File: config.mk
export PLATFORM = sky130hd
export DESIGN_NAME = uart_tx_buffered
export DESIGN_NICKNAME = d
export VERILOG_FILES = /design/src/rtl/uart_pkg.sv /design/src/rtl/uart_tx_buffered_byte_fifo.sv /design/src/rtl/uart_tx_buffered.sv
export SDC_FILE = /design/constraint.sdc
export NUM_CORES = 1
export LEC_CHECK = 0
export ABC_AREA = 0
export BUFFER_PORTS_ARGS = -buffer_cell sky130_fd_sc_hd__buf_2
export CAP_MARGIN = 0
export CORE_UTILIZATION = 60
export DETAILED_ROUTE_END_ITERATION = 12
export PLACE_DENSITY = 0.78
export SLEW_MARGIN = 15
export SYNTH_ARGS = -nofsm -noshare
export SYNTH_HDL_FRONTEND = slang
export SYNTH_HIERARCHICAL = 1
export SYNTH_SLANG_ARGS = --single-unit
File: constraint.sdc
create_clock -name clk -period 5.6 [get_ports clk]
set_input_delay 1.12 -clock clk [delete_from_list [all_inputs] [get_ports clk]]
set_output_delay 1.12 -clock clk [all_outputs]
set_load 0.01 [all_outputs]
File: src/rtl/uart_pkg.sv
// Shared UART definitions: transmitter FSM encoding and default baud settings.
// The receiver pulls the same baud constants from here.
package uart_pkg;

  typedef enum logic [2:0] {
    S_IDLE,
    S_LOAD,
    S_START,
    S_DATA,
    S_STOP
  } uart_state_t;

  localparam int DEFAULT_CLKS_PER_BIT = 10417;
  localparam int DEFAULT_FIFO_DEPTH   = 4;
  localparam int UART_DATA_BITS       = 8;

endpackage

File: src/rtl/uart_tx_buffered_byte_fifo.sv
// Synchronous byte FIFO with an occupancy count.
// Push into a full FIFO and pop from an empty one are ignored.
module byte_fifo #(
  parameter int DEPTH = 4,
  parameter int WIDTH = 8,
  localparam int AW = $clog2(DEPTH),
  localparam int CW = AW + 1
) (
  input  logic             clk,
  input  logic             rst,
  input  logic             i_push,
  input  logic [WIDTH-1:0] i_data,
  input  logic             i_pop,
  output logic [WIDTH-1:0] o_data,
  output logic             o_full,
  output logic             o_empty,
  output logic [CW-1:0]    o_count
);

  logic [WIDTH-1:0] r_mem [DEPTH];
  logic [AW-1:0]    r_wr;
  logic [AW-1:0]    r_rd;
  logic [CW-1:0]    r_count;
  logic             w_push_ok;
  logic             w_pop_ok;

  assign o_full    = (r_count == CW'(DEPTH));
  assign o_empty   = (r_count == '0);
  assign o_count   = r_count;
  assign o_data    = r_mem[r_rd];
  assign w_push_ok = i_push && !o_full;
  assign w_pop_ok  = i_pop && !o_empty;

  always_ff @(posedge clk) begin
    if (w_push_ok) begin
      r_mem[r_wr] <= i_data;
    end
  end

  // Pointers wrap naturally because DEPTH is a power of two.
  always_ff @(posedge clk) begin
    if (!rst) begin
      r_wr    <= '0;
      r_rd    <= '0;
      r_count <= '0;
    end else begin
      if (w_push_ok) begin
        r_wr <= r_wr + AW'(1);
      end
      if (w_pop_ok) begin
        r_rd <= r_rd + AW'(1);
      end
      unique case ({w_push_ok, w_pop_ok})
        2'b10:   r_count <= r_count + CW'(1);
        2'b01:   r_count <= r_count - CW'(1);
        default: r_count <= r_count;
      endcase
    end
  end

endmodule

File: src/rtl/uart_tx_buffered.sv
// Buffered 8N1 UART transmitter for the console link.
// Bytes queue in a small FIFO; the FSM serialises them LSB first.
module uart_tx_buffered
  import uart_pkg::*;
#(
  parameter int CLKS_PER_BIT = DEFAULT_CLKS_PER_BIT,
  parameter int FIFO_DEPTH   = DEFAULT_FIFO_DEPTH
) (
  input  logic       clk,
  input  logic       rst,
  input  logic       send,
  input  logic [7:0] ascii_in,
  output logic       ready,
  output logic       tx,
  output logic       busy
);

  localparam int BW = $clog2(CLKS_PER_BIT);
  localparam int CW = $clog2(FIFO_DEPTH) + 1;
  localparam logic [BW-1:0] BAUD_LAST = BW'(CLKS_PER_BIT - 1);

  uart_state_t   r_state;
  uart_state_t   w_state_nxt;
  logic [BW-1:0] r_baud;
  logic [2:0]    r_bit;
  logic [7:0]    r_shift;

  logic          w_push;
  logic          w_pop;
  logic          w_full;
  logic          w_empty;
  logic [7:0]    w_head;
  logic [CW-1:0] w_count;
  logic          w_baud_done;
  logic          w_tx;

  assign ready       = !w_full;
  assign w_push      = send && !w_full;
  assign w_baud_done = (r_baud == BAUD_LAST);
  assign tx          = w_tx;
  assign busy        = (r_state != S_IDLE) || (w_count != '0);

  byte_fifo #(
    .DEPTH(FIFO_DEPTH),
    .WIDTH(8)
  ) u_fifo (
    .clk    (clk),
    .rst    (rst),
    .i_push (w_push),
    .i_data (ascii_in),
    .i_pop  (w_pop),
    .o_data (w_head),
    .o_full (w_full),
    .o_empty(w_empty),
    .o_count(w_count)
  );

  always_ff @(posedge clk) begin
    if (!rst) begin
      r_state <= S_IDLE;
    end else begin
      r_state <= w_state_nxt;
    end
  end

  // The head is popped on entry to LOAD, so the FIFO frees a slot
  // in the same edge that ends the previous stop bit.
  always_comb begin
    w_state_nxt = r_state;
    w_pop       = 1'b0;
    w_tx        = 1'b1;
    unique case (r_state)
      S_IDLE: begin
        if (!w_empty) begin
          w_state_nxt = S_LOAD;
          w_pop       = 1'b1;
        end
      end
      S_LOAD: begin
        w_state_nxt = S_START;
      end
      S_START: begin
        w_tx = 1'b0;
        if (w_baud_done) begin
          w_state_nxt = S_DATA;
        end
      end
      S_DATA: begin
        w_tx = r_shift[0];
        if (w_baud_done && (r_bit == 3'd7)) begin
          w_state_nxt = S_STOP;
        end
      end
      S_STOP: begin
        if (w_baud_done) begin
          if (!w_empty) begin
            w_state_nxt = S_LOAD;
            w_pop       = 1'b1;
          end else begin
            w_state_nxt = S_IDLE;
          end
        end
      end
      default: begin
        w_state_nxt = S_IDLE;
      end
    endcase
  end

  always_ff @(posedge clk) begin
    if (!rst) begin
      r_baud  <= '0;
      r_bit   <= '0;
      r_shift <= '0;
    end else begin
      if (w_pop) begin
        r_shift <= w_head;
      end else if ((r_state == S_DATA) && w_baud_done) begin
        r_shift <= {1'b1, r_shift[7:1]};
      end

      if ((r_state inside {S_START, S_DATA, S_STOP}) && !w_baud_done) begin
        r_baud <= r_baud + BW'(1);
      end else begin
        r_baud <= '0;
      end

      if ((r_state == S_DATA) && w_baud_done) begin
        r_bit <= r_bit + 3'd1;
      end
    end
  end

endmodule

==> results.cfg, run 1 <==
[run_status]
status = finished, final reports clean

[clock_tree]
cts_sinks = 69
cts_tree = done
path_clk_slew_ns = 0.07
cts_setup_buffers = 0
cts-root-buf = clkbuf_8
cts-buffers-inserted = 9
clockBufferDepth = 2
worstSkewPairLatency_ns = 0.34
cts_resized = 0
h-tree-depth = 3
cts_hold_buf = 0

[placed_design]
pre_cts_slack_ns = 2.19
placed_cell_area_sq_um = 3180
place.gp.congestion = 0.771
io_buffers = 13
place_hpwl_mm = 3.42

[worst_setup_path]
crit_fanout = 6
path_class = reg -> reg
critPathRequiredTime_ns = 5.87
cp-start-kind = flop
crit_path_end_kind = flop
critical_path_arrival_ns = 3.72

[power]
power_density_nw_per_um2 = 424
pwr-share-clk = 0.302
switchingPower_mw = 0.425
p_leak_nw = 1.12
intPower_mw = 1.01
power_frac_seq = 0.470
p_sw_frac = 0.296
ir_drop_mv = 0.253
combPwrFrac = 0.229

[cells_and_area]
syn_to_final_growth_pct = 10.2
nFillCells = 362
drive_gt1_frac = 0.154
fin_nets = 302
n_antenna_cell = 0
mostFrequentLayoutCells = 37 x dfxtp_1, 32 x edfxtp_1, 19 x nand2_1
register_area_sq_um = 1700
multi_input_area_sq_um = 1270
mostFrequentLayoutCell = dfxtp_1
postLayoutCellArea_sq_um = 3390

[routing]
wl_mm = 5.00
drc = 0
drtPass1Iterations = 4
ant_nets = 0
drt_iter0_drc = 148
routed_via_density = 5.75
num_vias = 2031
avgRoutedWirePerCell_um = 14.2

[synth]
synth.ff_latch_count = 69
synth_cells = 268
ys_seq_area_frac = 0.553
synth_edf_count = 32
yosysUniqueCellTypes = 45
synth_nets = 289
netlist_area_sq_um = 3080
synthArstFlopShare = 0
synth_ff_type = dfxtp_1
avgSynthCellArea_sq_um = 11.5
synth_warnings = 6

[floorplan]
start_util = 0.639
die-area_sq_um = 5420
core_sq_um = 4820
die_w_um = 73.6
dieHeight_um = 73.6
num_rows = 25
ios = 14

[sta]
setup_viol = 0
period_minus_slack_ns = 3.45
tightest_slew_ns = 0.630
drv_slew = 0
hold_viol = 0
finalSetupTns_ns = 0
rsz0062_at_grt = false
layout_setup_ws_ns = 2.15
fmax_ghz = 0.290
finClkSkew_ns = 0.00688
fin_crit_sh = 0.615
maxSlewHeadroom = 0.577

[grt]
grt_max_degree = 28
grt_overflow_total = 0
grt_pass1_wl_mm = 8.28
antenna_found_initial = 0
track_usage = 0.211
grt_pass1_vias = 1850

[hold_path]
worstHoldPathType = reg -> reg

[flow_run]
cap_violations = 0
## routing by layer
metal  share of wire  vias up  global-route usage  routed length, um
met1            0.47      963               0.268               2350
met5               0        -                   0                  0
met4           0.015        0               0.115                 76
met3           0.043        8              0.0823                216
li1                -     1020                   -                  -
met2            0.47       40               0.311               2360
## cell type report
class,count,share of cell area
clock buffer,11,0.0387
clock inverter,5,0.0247
inverter,14,0.0155
multi-input combinational,173,0.373
sequential,69,0.502
tap,67,0.0247
timing repair buffer,14,0.0214
## logic make-up after synthesis
logic type / after synthesis / share of synthesized area
AOI/OAI and AO/OA: 41 / 0.0870
xor gates and xnor gates: 12 / 0.0341
adders and majority gates: 10 / 0.0431
buffers and inverters: 26 / 0.0358
DFF: 69 / 0.553
muxes: 10 / 0.0650
and+or+nand+nor: 100 / 0.182
## power by group through the flow
stage | sequential (mW) | clock, mW | combinational, mW
global route | 0.687 | 0.467 | 0.370
detailed placement | 0.685 | 0 | 0.327
finish | 0.675 | 0.434 | 0.329
CTS | 0.675 | 0.444 | 0.330
global placement | 0.682 | 0 | 0.322
floorplan | 0.653 | 0 | 0.284
## cells in the mapped netlist, types with 2 or more instances
cell type	n	share of area
nor2b_1	4	0.0081
nor3_1	6	0.0098
nand4_1	14	0.028
buf_2	4	0.0065
o21ai_0	13	0.021
xor2_1	7	0.020
a21oi_1	9	0.015
nand3b_1	2	0.0049
a21o_1	2	0.0049
inv_1	12	0.015
a211oi_1	3	0.0073
or3_1	5	0.010
nand4bb_1	2	0.0073
clkbuf_1	7	0.0085
mux4_2	8	0.059
mux2i_1	2	0.0065
and2_1	7	0.014
o211ai_1	6	0.015
a21boi_1	2	0.0049
nor4_1	3	0.0061
dfxtp_1	37	0.24
ha_1	9	0.037
nand3_1	13	0.021
and3_1	2	0.0041
edfxtp_1	32	0.31
a311oi_1	2	0.0057
xnor2_1	5	0.014
nor2_1	15	0.018
nand2_1	19	0.023
## worst max-delay path: stages (launching register included)
cell      delay [ns]
dfxtp_1         0.37
inv_1           0.07
ha_1            0.13
or4b_4          0.48
o41ai_2         0.54
nand2_1         0.22
inv_1           0.14
nor2b_1         0.21
ha_1            0.21
inv_1           0.06
fa_1            0.38
xor2_1          0.16
or3_1           0.30
a21boi_1        0.13
## path summary, 6_finish.rpt
| kind | startpoint | slack, ns | depth (start not counted) | end |
|---|---|---|---|---|
| setup reg to reg | r_baud[0] | 2.15 | 13 | u_fifo/o_count[2] |
| hold / removal | r_shift[1] | 0.48 | 2 | r_shift[1] |
| hold reg to reg | r_shift[1] | 0.48 | 2 | r_shift[1] |
| setup / recovery | r_baud[0] | 2.15 | 13 | u_fifo/o_count[2] |
## through the flow
stage	power, mW	instances	util	hold slack (ns)
after global routing	1.52	353	0.704	0.519
final	1.44	353	0.704	0.481
after global placement	1.00	337	0.659	0.465
after floorplan	0.938	268	-	0.447
after CTS	1.45	353	0.704	0.483
after detailed placement	1.01	337	0.659	0.473
## sequential cells by signal, summed over array words and instances (netlist names), named ones only
| name | count |
|---|---|
| r_state | 3 |
| r_shift | 8 |
| u_fifo/r_wr | 2 |
| r_baud | 14 |
| u_fifo/r_mem | 32 |
| r_bit | 3 |
| u_fifo/o_count | 3 |
| u_fifo/r_rd | 2 |
Note: power is estimated with default switching activity, not from simulation.
==> run 2, diff against run 1 <==
--- a/config.mk
+++ b/config.mk
@@ -8,9 +8,9 @@
 export ABC_AREA = 0
 export BUFFER_PORTS_ARGS = -buffer_cell sky130_fd_sc_hd__buf_2
 export CAP_MARGIN = 0
-export CORE_UTILIZATION = 60
+export CORE_UTILIZATION = 54
 export DETAILED_ROUTE_END_ITERATION = 12
-export PLACE_DENSITY = 0.78
+export PLACE_DENSITY = 0.74
 export SLEW_MARGIN = 15
 export SYNTH_ARGS = -nofsm -noshare
 export SYNTH_HDL_FRONTEND = slang
==> constraint.sdc (replaced) <==
create_clock -name clk -period 3.02 [get_ports clk]
set_input_delay 0.604 -clock clk [delete_from_list [all_inputs] [get_ports clk]]
set_output_delay 0.604 -clock clk [all_outputs]
set_load 0.01 [all_outputs]
==> run 2 against run 1 <==
Net effect: final area grew 2.6%; wire length is 6.8% higher; power rose by 93%; non-clock buffer count up 6; maximum frequency grew 20%; combinational power grew 110%; first-iteration DRC count fell by 36%; sequential power up 85%; clock skew barely moved; clock-buffer cell count is 1 lower; flip-flop and latch count did not move; core utilization decreased by 7.2 points.
==> results.cfg, run 2 (same netlist as run 1, synthesis figures left out) <==
[worst_setup_path]
crit_fanout = 4
path_class = reg -> reg
r2r-end = u_fifo/o_count[2]
crit_slowest_cell = or4b_4
cp-start-kind = flop
critical_path_arrival_ns = 3.14
ff2ff_setup_slack_ns = 0.15
crit_path_end_kind = flop
worst_path_largest_cell_delay_ns = 0.49
crit_chain = inv_1 > ha_1 > or4b_4 > o41ai_4 > nand2_1 > inv_2 > nor2b_4 > ha_4 > inv_1 > fa_1 > xor2_1 > or3_1 > a21boi_1
r2r_cells = 13
critPathRequiredTime_ns = 3.29
worstReg2RegStart = r_baud[0]
cp_common_cell = inv_1

[clock_tree]
cts_tree = done
cts_hold_buf = 0
cts-root-buf = clkbuf_8
path_clk_slew_ns = 0.07
clockBufferDepth = 2
cts-buffers-inserted = 9
h-tree-depth = 3
cts_sinks = 69
worstSkewPairLatency_ns = 0.34

[sta]
tightest_slew_ns = 0.564
drv_slew = 0
fin_crit_sh = 0.949
hold_viol = 0
maxSlewHeadroom = 0.623
period_minus_slack_ns = 2.87
fmax_ghz = 0.349
finClkSkew_ns = 0.00638
setup_viol = 0
finalSetupTns_ns = 0

[routing]
wl_mm = 5.34
routed_via_density = 5.63
drt_iter0_drc = 95
avgRoutedWirePerCell_um = 14.7
drtPass1Iterations = 4
ant_nets = 0
num_vias = 2049
drc = 0

[cells_and_area]
mostFrequentLayoutCell = dfxtp_1
drive_gt1_frac = 0.185
nFillCells = 419
final_core_util = 0.632
mostFrequentLayoutCells = 37 x dfxtp_1, 32 x edfxtp_1, 19 x nand2_1
syn_to_final_growth_pct = 13.1
n_antenna_cell = 0
reg_top3 = u_fifo/r_mem (32), r_baud (14), r_shift (8)
top_register = u_fifo/r_mem
largest_reg_flops = 32
fin_nets = 308

[grt]
grt_max_degree = 28
antenna_found_initial = 0
track_usage = 0.198
grt_overflow_total = 0
grt_pass1_wl_mm = 8.89
grt_pass1_vias = 1958

[floorplan]
die_w_um = 77.5
start_util = 0.559
core_sq_um = 5510
num_rows = 27
die-area_sq_um = 6010
dieHeight_um = 77.5
ios = 14

[power]
ir_drop_mv = 0.408
combPwrFrac = 0.250
p_leak_nw = 1.16
p_sw_frac = 0.303
power_frac_seq = 0.452
power_density_nw_per_um2 = 796
intPower_mw = 1.93
pwr-share-clk = 0.297
switchingPower_mw = 0.841

[placed_design]
place.gp.congestion = 0.751
place_hpwl_mm = 3.56
io_buffers = 13

[run_status]
status = finished, final reports clean

[hold_path]
worstHoldPathType = in -> reg
hold_depth = 1
hp-start = ascii_in[6]
min_to = u_fifo/r_mem[2][6]

[flow_run]
cap_violations = 0
run 2: area by class of cell:
type / instances / area [sq um] / area share
sequential: 69 / 1700 / 0.489
multi-input combinational: 173 / 1300 / 0.373
clock buffer: 10 / 128 / 0.0367
timing repair buffer: 20 / 118 / 0.0338
clock inverter: 6 / 93.8 / 0.0270
tap: 72 / 90.1 / 0.0259
inverter: 14 / 52.6 / 0.0151
run 2: worst max path at each step:
| stage | startpoint | end | slack, ns | depth (start not counted) |
|---|---|---|---|---|
| after floorplan | r_baud[0] | u_fifo/o_count[2] | 0.03 | 13 |
| after global routing | r_baud[1] | u_fifo/o_count[2] | -0.01 | 13 |
| final | r_baud[0] | u_fifo/o_count[2] | 0.15 | 13 |
| after global placement | r_baud[0] | u_fifo/o_count[2] | 0.16 | 13 |
| after CTS | r_baud[0] | u_fifo/o_count[2] | 0.05 | 13 |
| after detailed placement | r_baud[0] | u_fifo/o_count[2] | 0.08 | 13 |
run 2: through the flow:
| stage | instances | hold slack, ns | worst slack [ns] | power, mW | area, sq um |
|---|---|---|---|---|---|
| finish | 364 | 0.475 | 0.153 | 2.77 | 3480 |
| global route | 364 | 0.458 | -0.0110 | 2.92 | 3480 |
| CTS | 364 | 0.453 | 0.0539 | 2.76 | 3460 |
| detailed placement | 348 | 0.472 | 0.0816 | 1.93 | 3240 |
| global placement | 348 | 0.468 | 0.157 | 1.91 | 3240 |
| floorplan | 268 | 0.447 | 0.0293 | 1.74 | 3090 |
run 2: power by group through the flow:
stage | sequential (mW) | combinational, mW | clock, mW
after floorplan | 1.21 | 0.529 | 0
after detailed placement | 1.27 | 0.657 | 0
after global placement | 1.26 | 0.641 | 0
after global routing | 1.27 | 0.767 | 0.878
final | 1.25 | 0.694 | 0.824
after CTS | 1.25 | 0.663 | 0.844
run 2: metal layers:
metal | up-vias | global-route usage | routed length [um]
met5 | - | 0 | 0
met4 | 0 | 0.0943 | 99
met3 | 10 | 0.0706 | 234
met2 | 45 | 0.315 | 2570
met1 | 968 | 0.239 | 2430
li1 | 1026 | - | -
run 2: worst max-delay path: cells and delay by family, from the launching register on:
family	cells	cell delay, ns
fa+ha+maj	3	0.65
xor+xnor	1	0.16
buf+inv	3	0.19
flops	1	0.32
simple gates	4	1.09
compound gates	2	0.38
run 2: what timing repair did:
item | in CTS | in global routing
setup buffers | 0 | 0
hold endpoints to repair | 0 | 0
setup endpoints to repair | 0 | 1
resized for setup | 0 | 5
==> run 3, diff against run 2 <==
--- a/config.mk
+++ b/config.mk
@@ -8,6 +8,7 @@
 export ABC_AREA = 0
 export BUFFER_PORTS_ARGS = -buffer_cell sky130_fd_sc_hd__buf_2
 export CAP_MARGIN = 0
+export CORE_MARGIN = 2
 export CORE_UTILIZATION = 54
 export DETAILED_ROUTE_END_ITERATION = 12
 export PLACE_DENSITY = 0.74
==> run 3 against run 2 <==
Net effect: register-to-register slack worse by 0.12 ns; critical endpoint unchanged; sequential power barely moved; power is 8.0% higher; highest routed layer unchanged; via count is 0.83% higher; die area grew 5.2%.
==> results.cfg, run 3 (same netlist as run 1, synthesis figures left out) <==
[placed_design]
pre_cts_slack_ns = 0.0868
io_buffers = 13
place.gp.congestion = 0.795
place_hpwl_mm = 3.46
placed_cell_area_sq_um = 3250

[sta]
fin_crit_sh = 0.990
drv_slew = 0
layout_setup_ws_ns = 0.0307
tightest_slew_ns = 0.558
fmax_ghz = 0.335
setup_viol = 0
maxSlewHeadroom = 0.627
finClkSkew_ns = 0.00794
hold_viol = 0
finalSetupTns_ns = 0
hold_ws_ns = 0.469
period_minus_slack_ns = 2.99
rsz0062_at_grt = true

[worst_setup_path]
crit_fanout = 3
path_class = reg -> reg
critical_path_buf_inv_count = 3
crit_slowest_cell = or4b_4
cp_common_cell = inv_1
crit_chain = inv_1 > ha_1 > or4b_4 > o41ai_4 > nand2_1 > inv_2 > nor2b_4 > ha_4 > inv_1 > fa_2 > xor2_1 > or3_1 > a21boi_1
critical_path_arrival_ns = 3.27
worst_path_largest_cell_delay_ns = 0.48
crit_family = simple AND/OR/NAND/NOR gates
critPathRequiredTime_ns = 3.30
cp-start-kind = flop
crit_path_end_kind = flop

[floorplan]
die_w_um = 79.5
start_util = 0.559
core_sq_um = 5510
die-area_sq_um = 6320
ios = 14
num_rows = 27
dieHeight_um = 79.5

[routing]
drc = 0
routed_via_density = 5.55
drtPass1Iterations = 4
wl_mm = 5.30
avgRoutedWirePerCell_um = 14.2
ant_nets = 0
num_vias = 2066
drt_iter0_drc = 129

[cells_and_area]
syn_to_final_growth_pct = 16.7
mostFrequentLayoutCells = 36 x dfxtp_1, 32 x edfxtp_1, 19 x nand2_1
drive_gt1_frac = 0.217
fin_nets = 316
mostFrequentLayoutCell = dfxtp_1
top_register = u_fifo/r_mem
reg_top3 = u_fifo/r_mem (32), r_baud (14), r_shift (8)
postLayoutCellArea_sq_um = 3590
largest_reg_flops = 32
n_antenna_cell = 0

[power]
ir_drop_mv = 0.672
p_leak_nw = 1.23
power_density_nw_per_um2 = 833
p_total_mw = 2.99

[clock_tree]
cts-buffers-inserted = 9
clockBufferDepth = 2
worstSkewPairLatency_ns = 0.34
path_clk_slew_ns = 0.08
cts_sinks = 69
h-tree-depth = 3
cts_tree = done
cts-root-buf = clkbuf_8

[grt]
grt_pass1_vias = 2033
grt_overflow_total = 0
track_usage = 0.187
antenna_found_initial = 0
grt_max_degree = 28
grt_pass1_wl_mm = 9.02

[run_status]
status = finished, final reports clean

[flow_run]
cap_violations = 0

[hold_path]
worstHoldPathType = in -> reg
[run 3: changes by cell type in the layout (fill, tap and decap cells not counted), sizes merged]
cell / change
buf: +8
bufinv: +2
clkbuf: -1
clkinv: -1
[run 3: where the power goes]
group	total (mW)	switching, mW	leakage [nW]	internal [mW]
clock	1.00	0.362	0.130	0.638
sequential	1.25	0.120	0.595	1.13
combinational	0.743	0.376	0.502	0.367
total	2.99	0.858	1.23	2.14
[run 3: worst reg2reg max path, stage by stage (launching register included)]
cell,delay (ns)
dfxtp_2,0.32
inv_1,0.05
ha_1,0.13
or4b_4,0.48
o41ai_4,0.33
nand2_1,0.14
inv_2,0.10
nor2b_4,0.18
ha_4,0.15
inv_1,0.05
fa_2,0.33
xor2_1,0.16
or3_1,0.38
a21boi_1,0.12
[run 3: final cells by class]
cell class	instances	area [sq um]
fill	421	1910
sequential	69	1700
inverter	14	52.6
multi-input combinational	173	1300
clock buffer	9	124
timing repair buffer	28	178
tap	72	90.1
clock inverter	7	145
[run 3: timing repair]
item	in CTS	in global routing
endpoints found under the setup margin	0	1
hold buffers	0	0
buffers inserted	0	6
resized for setup	0	7
[run 3: worst paths after layout]
kind,start,end,slack (ns),depth (start not counted)
min,ascii_in[2],u_fifo/r_mem[1][2],0.47,1
min reg2reg,r_shift[5],r_shift[5],0.48,2
max,r_baud[1],u_fifo/o_count[2],0.03,13
max reg2reg,r_baud[1],u_fifo/o_count[2],0.03,13
[run 3: stage by stage]
stage | utilization | cells
3_3_place_gp | 0.591 | 350
5_1_grt | 0.652 | 372
2_1_floorplan | - | 268
6_report | 0.652 | 372
3_5_place_dp | 0.591 | 350
4_1_cts | 0.640 | 366
[run 3: layer usage]
layer | global-route usage | routed length [um] | vias to the layer above
met4 | 0.0914 | 97 | 0
met5 | 0 | 0 | -
met2 | 0.293 | 2510 | 24
met1 | 0.247 | 2550 | 981
met3 | 0.0419 | 136 | 11
li1 | - | - | 1050
